<file path="src/rtl/cyclic_queue_sequencer.sv">
// rtl/cyclic_queue_sequencer.sv - loads one block into a CyclicQueue and replays it cfg_passes times
// Optional CYCQ_SEQ_PERF_EN adds the stall_cnt output-backpressure counter.
module cyclic_queue_sequencer #(
  parameter int DATA_W = 32,
  parameter int QDEPTH = 64,
  parameter int LEN_W  = 7,
  parameter int PASS_W = 8
) (
`ifdef CYCQ_SEQ_PERF_EN
  output logic [15:0]       stall_cnt,
`endif
  input  logic              clk,
  input  logic              rst,
  input  logic              start,
  input  logic [LEN_W-1:0]  cfg_len,
  input  logic [PASS_W-1:0] cfg_passes,
  input  logic              in_valid,
  input  logic [DATA_W-1:0] in_data,
  output logic              in_ready,
  output logic              out_valid,
  output logic [DATA_W-1:0] out_data,
  output logic              out_last,
  input  logic              out_ready,
  output logic              busy,
  output logic              done,
  output logic              err,
  output logic              q_rst_n,
  output logic              q_en,
  output logic              q_mode,
  output logic [DATA_W-1:0] q_data_in,
  input  logic [DATA_W-1:0] q_data_out
);

  localparam logic [LEN_W:0]    DEPTH_C  = (LEN_W+1)'(QDEPTH);
  localparam logic [LEN_W:0]    LEN_ONE  = {{LEN_W{1'b0}}, 1'b1};
  localparam logic [PASS_W-1:0] PASS_ONE = {{(PASS_W-1){1'b0}}, 1'b1};

  typedef enum logic [2:0] {S_IDLE, S_CLR, S_LOAD, S_STREAM, S_FLUSH} state_t;
  state_t state, state_nx;

  logic [LEN_W:0]              len_q, wr_cnt, rd_idx;
  logic [PASS_W-1:0]           passes_q, pass_cnt;
  logic [1:0][DATA_W-1:0]      fifo_data;
  logic [1:0]                  fifo_last;
  logic                        head, tail;
  logic [1:0]                  fifo_cnt;
  logic                        pend, pend_last;
  logic                        err_q, done_q;
  logic                        cfg_bad, wr_fire, pop, real_slot, room;
  logic                        rd_fire, real_fire, last_rd, flush_ok;

  assign cfg_bad   = (cfg_len == '0) || ({1'b0, cfg_len} > DEPTH_C) || (cfg_passes == '0);
  assign in_ready  = (state == S_LOAD);
  assign wr_fire   = in_ready && in_valid;
  assign out_valid = (fifo_cnt != 2'd0);
  assign pop       = out_valid && out_ready;
  assign out_data  = out_valid ? fifo_data[head] : '0;
  assign out_last  = out_valid && fifo_last[head];

  // Occupancy is counted after this cycle's pop so an unstalled stream sustains one word per cycle.
  assign real_slot = (rd_idx < len_q);
  assign room      = (({1'b0, fifo_cnt} + {2'b0, pend}) - {2'b0, pop}) < 3'd2;
  assign rd_fire   = (state == S_STREAM) && (!real_slot || room);
  assign real_fire = rd_fire && real_slot;
  assign last_rd   = (rd_idx == DEPTH_C - LEN_ONE) && (pass_cnt == passes_q - PASS_ONE);
  assign flush_ok  = (state == S_FLUSH) && (fifo_cnt == 2'd0) && !pend;

  assign q_en      = wr_fire || rd_fire;
  assign q_mode    = wr_fire;
  assign q_data_in = in_ready ? in_data : '0;
  assign q_rst_n   = rst && (state != S_CLR);
  assign busy      = (state != S_IDLE);
  assign done      = done_q;
  assign err       = err_q;

  always_comb begin
    state_nx = state;
    case (state)
      S_IDLE:   if (start && !cfg_bad) state_nx = S_CLR;
      S_CLR:    state_nx = S_LOAD;
      S_LOAD:   if (wr_fire && (wr_cnt == len_q - LEN_ONE)) state_nx = S_STREAM;
      S_STREAM: if (rd_fire && last_rd) state_nx = S_FLUSH;
      S_FLUSH:  if (flush_ok) state_nx = S_IDLE;
      default:  state_nx = S_IDLE;
    endcase
  end

  always_ff @(posedge clk or negedge rst) begin
    if (!rst) begin
      state     <= S_IDLE;
      len_q     <= '0;
      passes_q  <= '0;
      wr_cnt    <= '0;
      rd_idx    <= '0;
      pass_cnt  <= '0;
      fifo_data <= '0;
      fifo_last <= '0;
      head      <= 1'b0;
      tail      <= 1'b0;
      fifo_cnt  <= 2'd0;
      pend      <= 1'b0;
      pend_last <= 1'b0;
      err_q     <= 1'b0;
      done_q    <= 1'b0;
    end else begin
      state  <= state_nx;
      err_q  <= (state == S_IDLE) && start && cfg_bad;
      done_q <= flush_ok;
      if ((state == S_IDLE) && start && !cfg_bad) begin
        len_q    <= {1'b0, cfg_len};
        passes_q <= cfg_passes;
      end
      if (state == S_CLR) begin
        wr_cnt   <= '0;
        rd_idx   <= '0;
        pass_cnt <= '0;
      end
      if (wr_fire) wr_cnt <= wr_cnt + LEN_ONE;
      // Reads always walk the whole queue so the read pointer is back at 0 for the next pass.
      if (rd_fire) begin
        if (rd_idx == DEPTH_C - LEN_ONE) begin
          rd_idx   <= '0;
          pass_cnt <= pass_cnt + PASS_ONE;
        end else begin
          rd_idx <= rd_idx + LEN_ONE;
        end
      end
      pend      <= real_fire;
      pend_last <= real_fire && (rd_idx == len_q - LEN_ONE) && (pass_cnt == passes_q - PASS_ONE);
      if (pend) begin
        fifo_data[tail] <= q_data_out;
        fifo_last[tail] <= pend_last;
        tail            <= ~tail;
      end
      if (pop) head <= ~head;
      fifo_cnt <= (fifo_cnt + {1'b0, pend}) - {1'b0, pop};
    end
  end

`ifdef CYCQ_SEQ_PERF_EN
  always_ff @(posedge clk or negedge rst) begin
    if (!rst) begin
      stall_cnt <= 16'd0;
    end else if (state == S_CLR) begin
      stall_cnt <= 16'd0;
    end else if (busy && out_valid && !out_ready && (stall_cnt != 16'hFFFF)) begin
      stall_cnt <= stall_cnt + 16'd1;
    end
  end
`endif

endmodule
</file>
<file path="config.mk">
export PLATFORM = sky130hd
export DESIGN_NAME = cyclic_queue_sequencer
export DESIGN_NICKNAME = d
export VERILOG_FILES = /design/src/rtl/cyclic_queue_sequencer.sv
export SDC_FILE = /design/constraint.sdc
export NUM_CORES = 1
export LEC_CHECK = 0
export CORE_ASPECT_RATIO = 1.2
export CORE_MARGIN = 4
export CORE_UTILIZATION = 50
export DETAILED_ROUTE_END_ITERATION = 16
export DONT_BUFFER_PORTS = 1
export REMOVE_ABC_BUFFERS = 1
export SLEW_MARGIN = 10
export SYNTH_ARGS = -nofsm -noshare
export SYNTH_HDL_FRONTEND = slang
export SYNTH_SLANG_ARGS = --single-unit
</file>
<file path="constraint.sdc">
create_clock -name clk -period 4.51 [get_ports clk]
set_input_delay 0.6765 -clock clk [delete_from_list [all_inputs] [get_ports clk]]
set_output_delay 0.6765 -clock clk [all_outputs]
set_load 0.03 [all_outputs]
</file>
==> metrics.cfg <==
[clock_network]
cts_root_buffer=clkbuf_16
clockBufferDepth=2
clkTransAtPathRegs_ps=50
clk_latency_ps=410
cts-htree-levels=4
cts_tree=yes
cts_buffers=17
clock_sinks=116

[detailed_routing]
wl_met1_mm=5.71
wirelength_mm=13.3
post_drt_wl_per_cell_um=17.8
drtIter0Drc=177
wl_met3_um=801
firstDrtPassIters=4
drtAntennaViolNets=0
vias=4231
routed_via_density=5.66
routed.top_layer=met4
drc=0
wl_met2_mm=6.63

[die]
io_pins=157
die_height_um=130
core_area_um2=12200
row_count=44
initial_utilization_pct=51.4
die_w_um=110
dieArea_um2=14400

[global_route]
grt_overflow=0
grt.total_usage_pct=19.0
antenna_found_initial=0
grt_max_degree=117
grt_pass1_wl_mm=21.3
grt_pass1_vias=4338

[placed_design]
dpl.hpwl_mm=9.34
numPortBuffers=0
gp_congestion=0.846
placed_cells=716
placed_cell_area_um2=6400

[synth]
synth_area_per_cell_um2=10.9
synth_seq_cells=116
syn-cell-area_um2=6250
ys_types=56
ys_warn_count=0
synthArstFlopShare_pct=100
synth_seq_area_share_pct=46.4
synth_edf_count=0
synth_ff_type=dfrtp_1
synthCells=576

[sta]
slew_headroom_pct=30.0
period_needed_ps=3750
fin_tns_setup_ps=0
fin_skew_ps=9.44
setup_viol=0
drv_slew=0
final_hold_viol_count=0
tightestPinTransition_ps=1050
rsz0062_at_grt=false
clock.fmax_mhz=267
fin_hold_ws_ps=201
finalCritPeriodShare_pct=83.1

[layout]
fin_cells=748
synthToLayoutAreaGrowth_pct=12.2
diodes=0
finalNetCount=674
drive_above_1_share_pct=21.5
postLayoutCellArea_um2=7010

[pwr]
irDropWorstVdd_mv=0.333
pwr_density_cell_nw_per_um2=798
p_total_mw=5.59
leakagePower_nw=3.11

[setup_path]
worstPathArrival_ps=3070
r2r_start=fifo_cnt[1]
endpoint_kind=output port
crit_required_ps=3830
path_max_fanout=4
critPathLaunchType=flip-flop
startpoint=fifo_cnt[1]
crit_type=reg -> out

[run]
cap_violations=0

[hold_path]
worst_hold_path_type=in -> async

[run_status]
run_status=completed

## layout by cell type (no fill, tap or decap), types with 14 or more instances in the layout
cell,n
nand3_1,16
nand2_1,30
inv_1,20
and2_1,35
mux2_2,72
xnor2_1,23
nor2_1,50
dfrtp_1,115
ha_1,14
mux2i_1,36
o21ai_0,19
clkbuf_16,17
## path summary, 6_finish.rpt
kind	depth (start not counted)	to	slack, ps
worst max-delay path	12	q_en	760
min in group clk	2	err	370
worst min register to register	1	fifo_data[16]	500
worst min-delay path	1	fifo_data[30]	200
worst max register to register	13	rd_idx[3]	1280
max in group asynchronous	1	head	3820
## synthesized netlist by cell type, types with 5 or more instances
master / instances / area [µm²]
a21oi_1: 9 / 45.0
and2_1: 35 / 219
clkbuf_1: 18 / 67.6
dfrtp_1: 116 / 2900
ha_1: 14 / 175
inv_1: 20 / 75.1
mux2_1: 9 / 101
mux2_2: 72 / 811
mux2i_1: 36 / 360
nand2_1: 30 / 113
nand2b_1: 6 / 37.5
nand3_1: 16 / 80.1
nand4_1: 10 / 62.6
nor2_1: 52 / 195
nor3_1: 11 / 55.1
nor4_1: 5 / 31.3
o21ai_0: 19 / 95.1
xnor2_1: 23 / 201
xor2_1: 13 / 114
## routing by layer
metal / track usage [%] / vias up
met3: 5.45 / 19
met1: 23.6 / 2097
met4: 6.46 / 0
li1: - / 2015
met5: 0 / -
met2: 31.7 / 100
## through the flow
step           worst slack (ps)  utilization (%)
4_1_cts                     711             57.6
5_1_grt                     631             57.6
3_3_place_gp               1190             52.6
3_5_place_dp               1160             52.6
6_report                    764             57.6
2_1_floorplan              -440                -
## layout make-up
type / count / area, µm²
clock buffers: 23 / 488
fillers: 1057 / 5150
clock inverters: 8 / 100
inverters: 21 / 78.8
well taps: 161 / 201
flip-flops and latches: 116 / 2900
multi-input cells: 413 / 3170
repair buffers: 6 / 65.1
## what timing repair did
| item | CTS | global route |
|---|---|---|
| endpoints found under the hold margin | 116 | 0 |
| resized for setup | 0 | 0 |
| hold buffers | 1 | 0 |
| setup endpoints to repair | 0 | 0 |
| buffers inserted | 0 | 0 |
## registers in the layout (all words and copies together) (netlist names)
register,count
wr_cnt,8
pend,1
tail,1
rd_idx,8
state,3
fifo_last,2
fifo_cnt,2
fifo_data,64
len_q,7
pend_last,1
done,1
passes_q,8
err,1
pass_cnt,8
head,1
## cell families after synthesis
kind of cell             synth area share (%)
AO/OA/AOI/OAI                            5.57
AND/OR/NAND/NOR                          16.4
XOR/XNOR                                 5.05
adder cells (fa/ha/maj)                  3.12
multiplexers                             20.4
buffers and inverters                    3.02
flip-flops                               46.4
## where the power goes
group	internal [mW]	total [mW]	leakage, nW	switching [mW]
combinational	0.886	2.38	1.38	1.49
clock	0.867	1.32	0.289	0.455
sequential	1.47	1.89	1.44	0.421
total	3.22	5.59	3.11	2.37
## worst max-delay path, cell delays in order (launching register included)
cell and delay [ps]:
dfrtp_1 410, nor2_2 130, inv_1 180, and2_1 240, ha_1 280, inv_1 40
ha_1 180, fa_1 380, xnor2_1 200, o21ai_1 120, o21ai_2 240, nand2_1 90
buf_4 170
(Power assumes the default switching activity.)
